===== config.mk =====
export PLATFORM = sky130hd
export DESIGN_NAME = pipe_hazard_ctrl
export DESIGN_NICKNAME = d
export VERILOG_FILES = /design/src/rtl/pipe_ctrl_pkg.sv /design/src/rtl/haz_sat_counter.sv /design/src/rtl/pipe_hazard_ctrl.sv
export SDC_FILE = /design/constraint.sdc
export NUM_CORES = 1
export LEC_CHECK = 0
export CORE_MARGIN = 8
export CORE_UTILIZATION = 26
export CTS_CLUSTER_SIZE = 14
export DETAILED_ROUTE_END_ITERATION = 16
export PLACE_DENSITY = 0.76
export SLEW_MARGIN = 10
export SYNTH_ARGS = -nofsm -noshare
export SYNTH_HDL_FRONTEND = slang
export SYNTH_HIERARCHICAL = 1
export SYNTH_SLANG_ARGS = --single-unit

===== constraint.sdc =====
create_clock -name clk -period 1.1 [get_ports clk]
set_input_delay 0.165 -clock clk [delete_from_list [all_inputs] [get_ports clk]]
set_output_delay 0.165 -clock clk [all_outputs]
set_load 0.01 [all_outputs]

===== src/rtl/pipe_ctrl_pkg.sv =====
// Shared types and constants for the pipeline hazard controller.
package pipe_ctrl_pkg;

  // Sequencer states.
  typedef enum logic [1:0] {
    RUN      = 2'd0,
    MEM_WAIT = 2'd1,
    DRAIN    = 2'd2,
    HALTED   = 2'd3
  } ctrl_state_e;

  // Default register-specifier width (16 architectural registers).
  localparam int REG_W_DEF = 4;

  // Instruction word that F/D holds after a flush.
  localparam logic [15:0] NOP_INSTR = 16'h0000;

endpackage


===== src/rtl/haz_sat_counter.sv =====
// Saturating up-counter used for the optional hazard performance counters.
// Synchronous active-low reset; holds at all-ones once reached.
module haz_sat_counter #(
  parameter int CNT_W = 16
) (
  input  logic             clk,
  input  logic             rst,
  input  logic             inc,
  output logic [CNT_W-1:0] count
);

  logic [CNT_W-1:0] r_count;

  // Count qualifying cycles, stopping at all-ones.
  always_ff @(posedge clk) begin
    // NOTE: state is updated with non-blocking assignments so every flop
    // samples pre-edge values regardless of block ordering.
    if (!rst) begin
      r_count <= '0;
    end else if (inc && (r_count != '1)) begin
      r_count <= r_count + 1'b1;
    end
  end

  assign count = r_count;

endmodule


===== src/rtl/pipe_hazard_ctrl.sv =====
// Central hazard sequencer for the 5-stage 16-bit pipeline: load-use bubbles,
// taken-branch squashes, memory-stall freezes and HLT drain.
// Optional performance counters are built when HAZ_PERF_CNT_EN is defined.
module pipe_hazard_ctrl
  import pipe_ctrl_pkg::*;
#(
  parameter int REG_W        = REG_W_DEF,
  parameter int DRAIN_CYCLES = 3,
  parameter int CNT_W        = 16
) (
  input  logic             clk,
  input  logic             rst,
  input  logic [REG_W-1:0] id_rs1,
  input  logic [REG_W-1:0] id_rs2,
  input  logic             id_use1,
  input  logic             id_use2,
  input  logic             id_branch_taken,
  input  logic             id_halt,
  input  logic             dx_memread,
  input  logic             dx_regwrite,
  input  logic [REG_W-1:0] dx_rd,
  input  logic             imem_stall,
  input  logic             dmem_stall,
  output logic             pc_wen,
  output logic             fd_wen,
  output logic             dx_wen,
  output logic             xm_wen,
  output logic             mw_wen,
  output logic             fd_flush,
  output logic             dx_bubble,
  output logic             halted,
  output logic [CNT_W-1:0] stall_cnt,
  output logic [CNT_W-1:0] flush_cnt
);

  localparam int DW = (DRAIN_CYCLES < 1) ? 1 : $clog2(DRAIN_CYCLES + 1);

  generate
    if (DRAIN_CYCLES < 1) begin : g_bad_drain
      $error("pipe_hazard_ctrl: DRAIN_CYCLES must be at least 1");
    end
  endgenerate

  ctrl_state_e   r_state, w_next_state;
  logic [DW-1:0] r_drain_cnt;
  logic          w_drain_dec;
  logic          w_mem_stall;
  logic          w_load_use;

  assign w_mem_stall = imem_stall | dmem_stall;
  assign w_load_use  = dx_memread & dx_regwrite & (dx_rd != '0) &
                       ((id_use1 & (id_rs1 == dx_rd)) |
                        (id_use2 & (id_rs2 == dx_rd)));

  // Next-state and pipeline-register control decode.
  always_comb begin
    // NOTE: every output gets a default first so no path can infer a latch.
    pc_wen       = 1'b0;
    fd_wen       = 1'b0;
    dx_wen       = 1'b0;
    xm_wen       = 1'b0;
    mw_wen       = 1'b0;
    fd_flush     = 1'b0;
    dx_bubble    = 1'b0;
    halted       = 1'b0;
    w_drain_dec  = 1'b0;
    w_next_state = r_state;
    if (rst) begin
      unique case (r_state)
        // MEM_WAIT is RUN with a frozen pipe; the first ready cycle is a
        // normal RUN cycle so no issue slot is lost.
        RUN, MEM_WAIT: begin
          if (w_mem_stall) begin
            w_next_state = MEM_WAIT;
          end else if (w_load_use) begin
            // Hold PC and F/D, inject a bubble; a taken branch re-evaluates next cycle.
            {dx_wen, xm_wen, mw_wen} = 3'b111;
            dx_bubble                = 1'b1;
            w_next_state             = RUN;
          end else if (id_halt) begin
            {fd_wen, dx_wen, xm_wen, mw_wen} = 4'b1111;
            fd_flush                         = 1'b1;
            w_next_state                     = DRAIN;
          end else begin
            {pc_wen, fd_wen, dx_wen, xm_wen, mw_wen} = 5'b11111;
            fd_flush                                 = id_branch_taken;
            w_next_state                             = RUN;
          end
        end
        // Let X, M and WB empty out while fetch stays parked.
        DRAIN: begin
          fd_flush = 1'b1;
          if (!w_mem_stall) begin
            {fd_wen, dx_wen, xm_wen, mw_wen} = 4'b1111;
            w_drain_dec                      = 1'b1;
            if (r_drain_cnt == DW'(1)) begin
              w_next_state = HALTED;
            end
          end
        end
        HALTED: begin
          halted = 1'b1;
        end
        default: w_next_state = RUN;
      endcase
    end
  end

  // State register and drain counter.
  always_ff @(posedge clk) begin
    if (!rst) begin
      r_state     <= RUN;
      r_drain_cnt <= DW'(DRAIN_CYCLES);
    end else begin
      r_state <= w_next_state;
      if (w_drain_dec) begin
        r_drain_cnt <= r_drain_cnt - 1'b1;
      end
    end
  end

`ifdef HAZ_PERF_CNT_EN
  logic w_stall_inc;
  logic w_flush_inc;

  assign w_stall_inc = !pc_wen && (r_state != HALTED);
  assign w_flush_inc = fd_flush && ((r_state == RUN) || (r_state == MEM_WAIT));

  haz_sat_counter #(.CNT_W(CNT_W)) u_stall_cnt (
    .clk   (clk),
    .rst   (rst),
    .inc   (w_stall_inc),
    .count (stall_cnt)
  );

  haz_sat_counter #(.CNT_W(CNT_W)) u_flush_cnt (
    .clk   (clk),
    .rst   (rst),
    .inc   (w_flush_inc),
    .count (flush_cnt)
  );
`else
  assign stall_cnt = '0;
  assign flush_cnt = '0;
`endif

endmodule

# Word-level counts from Yosys, hierarchy flattened
# Cells that the tools add are included.
classes:
  eq_ne: 8
  n_addsub: 1
  mux: 31
  bitwise: 7
  reduce_logical: 6
ops:
  columns: ["operator", "n"]
  rows:
  - ["$mux W1", 23]
  - ["$mux W2", 5]
  - ["$eq A4 B4 Y1", 2]
  - ["$and A1 B1 Y1", 5]
  - ["$eq A2 B1 Y1 const B", 2]
  - ["$eq A2 B2 Y1 const B", 2]
  - ["$ne A2 B2 Y1 const B", 2]
  - ["$pmux W1 S2", 2]
  - ["$pmux W2 S2", 1]
  - ["$reduce_bool A4 Y1", 1]
  - ["$reduce_and A3 Y1", 1]
  - ["$reduce_or A3 Y1", 1]
  - ["$logic_not A2 Y1", 1]
  - ["$or A1 B1 Y1", 2]
  - ["$reduce_bool A2 Y1", 1]
  - ["$reduce_or A2 Y1", 1]
  - ["$sub A2 B1 Y2 const B", 1]
totals:
  in_bits: 22
  wordCells: 55
  output_inout_bits: 40
  ff_bits: 4

# Longest topological paths before layout
# Gate-level depths: netlist (run 1).
depth:
  ltp_word: 8
  mapped_depth: 5
  depth_no_buf: 5

# Worst setup path after synthesis (run 1)
# OpenSTA, ideal clock, no wires.
synth_path:
  path_kind: "input -> output"
  start: "in dmem_stall"
  end: "out fd_wen"
  n_path_buf: 0
  path_slack_ns: -0.148
  arrival_ns: 1.083
  required_time_ns: 0.935
  stages: 4
  path_cell_list: "nor2_1 > nand2_1 > a21oi_1 > a21boi_0"
synth_between:
  elab_chain_len: 4
  word_cells_on_any_way: 5
  classes_between: "mux: 4; bitwise: 1"
synth_lines:
  columns: ["item", "line_no", "text"]
  rows:
  - ["start, declared", "pipe_hazard_ctrl.sv:23", "input logic dmem_stall,"]
  - ["$or A1 B1 Y1 (*)", "pipe_hazard_ctrl.sv:50", "assign w_mem_stall = imem_stall | dmem_stall;"]
  - ["$mux W1 (on tied branches)", null, null]
  - ["$pmux W1 S2 (*)", "pipe_hazard_ctrl.sv:69", "unique case (r_state)"]
  - ["$mux W1 (*)", "pipe_hazard_ctrl.sv:68", "if (rst) begin"]
  - ["end, declared", "pipe_hazard_ctrl.sv:25", "output logic fd_wen,"]
# Every way passes the cells marked *; elsewhere a longest branch is shown, timed or not.

# Worst setup path after layout (run 1)
layout_path:
  start: "in dx_rd[2]"
  end: "out dx_bubble"
layout_between:
  elab_chain_len: 8
  word_cells_on_any_way: 12
  classes_between: "eq/ne: 2; mux: 4; bitwise: 5; reduce/logical: 1"
layout_lines:
  columns: ["item", "line_no", "text"]
  rows:
  - ["start, declared", "pipe_hazard_ctrl.sv:21", "input logic [REG_W-1:0] dx_rd,"]
  - ["$eq A4 B4 Y1 (on tied branches)", "pipe_hazard_ctrl.sv:52, pipe_hazard_ctrl.sv:53", null]
  - ["$and A1 B1 Y1 (on tied branches)", "pipe_hazard_ctrl.sv:52, pipe_hazard_ctrl.sv:53", null]
  - ["$or A1 B1 Y1", "pipe_hazard_ctrl.sv:52", "((id_use1 & (id_rs1 == dx_rd)) |"]
  - ["$and A1 B1 Y1 (*)", "pipe_hazard_ctrl.sv:51", "assign w_load_use = dx_memread & dx_regwrite & (dx_rd != '0) &"]
  - ["$mux W1 (*)", "pipe_hazard_ctrl.sv:75", "end else if (w_load_use) begin"]
  - ["$mux W1 (*)", "pipe_hazard_ctrl.sv:73", "if (w_mem_stall) begin"]
  - ["$mux W1 (*)", "pipe_hazard_ctrl.sv:69", null]
  - ["$mux W1 (*)", "pipe_hazard_ctrl.sv:68", null]
  - ["end, declared", "pipe_hazard_ctrl.sv:30", "output logic dx_bubble,"]
# Marked as above.

==> results of run 1 <==
## report_power, final
part | switching (W) | total [W] | internal (W)
Clock | 0.0000517 | 0.000173 | 0.000121
Combinational | 0.000158 | 0.000313 | 0.000154
Sequential | 0.0000116 | 0.000164 | 0.000152
Total | 0.000222 | 0.000650 | 0.000428
## registers in the layout (all words and copies together), names as in the netlist
name and count:
r_state 2, r_drain_cnt 2
## area by class of cell
class	count	area, um2	share of cell area [%]
multi-input combinational	68	472	44.2
timing repair buffer	50	435	40.8
sequential	4	87.6	8.22
tap	28	35.0	3.29
clock buffer	3	22.5	2.11
inverter	3	13.8	1.29
## how the worst max path moves through the flow
stage                      to  depth (start not counted)        from  slack [ns]
detailed placement     fd_wen                          7    dx_rd[0]       -1.11
global placement    dx_bubble                          6    dx_rd[3]       -1.05
CTS                 dx_bubble                          7    dx_rd[2]       -0.32
global route        dx_bubble                          7    dx_rd[2]       -0.42
finish              dx_bubble                          7    dx_rd[2]       -0.32
floorplan              fd_wen                          4  dmem_stall        -0.1
## routing by layer
metal  vias up  GRT usage [%]  share of wire, %  wire length, um
li1        303              -                 -                -
met1       285           9.00                36              706
met2        33           18.1                56             1110
met3         2           2.79               7.5              149
met4         0           4.90              0.71               14
met5         -              0                 0                0
## per-stage QoR
stage               hold slack [ns]  power (W)  setup WS, ns
floorplan                     0.227   0.000359       -0.0989
global placement              0.482   0.000428         -1.05
global route                  0.448   0.000702        -0.422
CTS                           0.441   0.000633        -0.318
finish                        0.435   0.000650        -0.324
detailed placement            0.483   0.000431         -1.11
## cell families (layout without fill, tap and decap cells)
kind of cell / count (synthesis) / in the layout / share of synthesized area [%]
other cells: 1 / 32 / 0.621
xor+xnor: 9 / 9 / 13.0
simple gates: 17 / 17 / 16.6
buf+inv: 37 / 56 / 44.1
compound gates: 9 / 9 / 10.4
flops: 4 / 4 / 13.3
fa+ha+maj: 1 / 1 / 2.07
## Yosys cell counts (all sizes together), types with 2 or more instances
cell type and count:
nand2 5, a211oi 2, nor2 2, nor4 3
o211ai 2, xnor2 3, dfxtp 4, nand4 2
xor2 6, nor3 3, inv 3, a21oi 2
buf 34
## worst max-delay path, stage by stage
cell,delay [ns]
buf_8,0.10
xor2_1,0.14
nor3_1,0.19
nand4_1,0.15
buf_4,0.17
a211oi_2,0.19
buf_2,0.15
## repair_timing
action,4_1_cts,5_1_grt
gates resized for setup,113,11
pin swaps,21,13
buffers inserted,6,2
endpoints found under the setup margin,11,10
==> out/qor.csv, run 1 <==
metric,value,unit
share of cells above drive strength 1,47.7,%
cells on worst reg2reg path,6,
min cycle time layout,1.42,ns
RR Startpoint,r_state[1]$_SDFFE_PN0P_,
initial core utilization,27.3,%
gr usage total,9.51,%
failing checks,setup timing,
synthesized area,604,um2
"setup slack, reg-to-reg",-0.06,ns
first-pass GRT wire length,3.26,mm
fraction of registers with async set/reset,0,%
Antenna Nets Post-Route,0,
post-place instance area,896,um2
fillers,229,
final design utilization,48.2,%
clk buf depth,2,
clk_skew,0.00360,ns
Placed Cells incl. Taps,145,
clock sink count,4,
GP Congestion,0.767,
Die X,64.2,um
"EDFF count, synth",0,
H-tree depth,1,
routed vias,623,
RSZ-0062 raised after global routing,true,
CP endpoint kind,output pin,
hold_sp,dmem_stall,
period utilisation layout,129,%
Die Y-Extent,64.2,um
Post-Synthesis Cells,78,
TNS Setup,-1.73,ns
die area,0.00412,mm2
Core Area,0.00221,mm2
final worst setup slack,-0.324,ns
top-area cell type share of the netlist area,42.2,%
initial antenna violation count,0,
CTS buffer count,3,
Peak Freq,702,MHz
fin cells,156,
WS Path Type,primary input to output pin,
root buffer cell,clkbuf_4,
port bufs,29,
clock transition at the registers of the reported paths,0.04,ns
Power Dens Cells,610,mW/mm2
WL final,1.98,mm
initial drt markers,23,
"Slew Viols, Final",0,
critical-path maximum fanout,3,
sequential share of the synthesized area,13.3,%
Final nets,153,
"commonest non-fill, non-tap cell in the layout",conb_1,
HP Class,primary input to flip-flop,
hold path depth,5,
Mean Syn Cell Area,7.75,um2
hpwl dp,1.54,mm
outcome,"finished, violations left",
Critical Path RT,0.94,ns
Post-route DRC,0,
final setup fails,10,
Leak Pwr,0.531,nW
total gr overflow,0,
synth-to-layout area growth,76.4,%
post-DR wirelength/cell,12.7,um
vias in the first global route,699,
Skew-Pair Late Insertion Delay,0.23,ns
cell taking the most area after synthesis,buf_4,
synthesis-stage register bit count,4,
Yosys cell types,22,
drt first pass iters,4,
worst flop-to-flop path endpoint,r_drain_cnt[1]$_SDFFE_PN1P_,
Worst IR Drop VDD,0.220,mV
Hold Buf Count CTS,0,
row count,17,
I/O pins,62,
max-cap viol count,0,
Final Hold Viols,0,
YS warnings,6,
Area contributors post-synth,"buf_4 (42%), dfxtp_1 (13%), xor2_1 (8.7%)",
CTS tree,done,
"commonest non-fill, non-tap cells in the layout","conb_1 (32), buf_6 (15), buf_4 (12)",
ant diodes,0,
Worst Hold Endpoint,r_drain_cnt[0]$_SDFFE_PN1P_,
Synth Flop Type,dfxtp_1,
vias per cell,3.99,
largest net degree at the start of global routing,6,
crit path DAT,1.26,ns
Setup crit start kind,primary input,
final instance area,0.00107,mm2
Note: power is estimated with default switching activity, not from simulation.
==> run 2, diff against run 1 <==
--- a/config.mk
+++ b/config.mk
@@ -9,6 +9,7 @@
 export CORE_UTILIZATION = 26
 export CTS_CLUSTER_SIZE = 14
 export DETAILED_ROUTE_END_ITERATION = 16
+export GPL_ROUTABILITY_DRIVEN = 0
 export PLACE_DENSITY = 0.76
 export SLEW_MARGIN = 10
 export SYNTH_ARGS = -nofsm -noshare
==> results of run 2 <==
The final DEF is identical to that of run 1; final timing and power are the same.
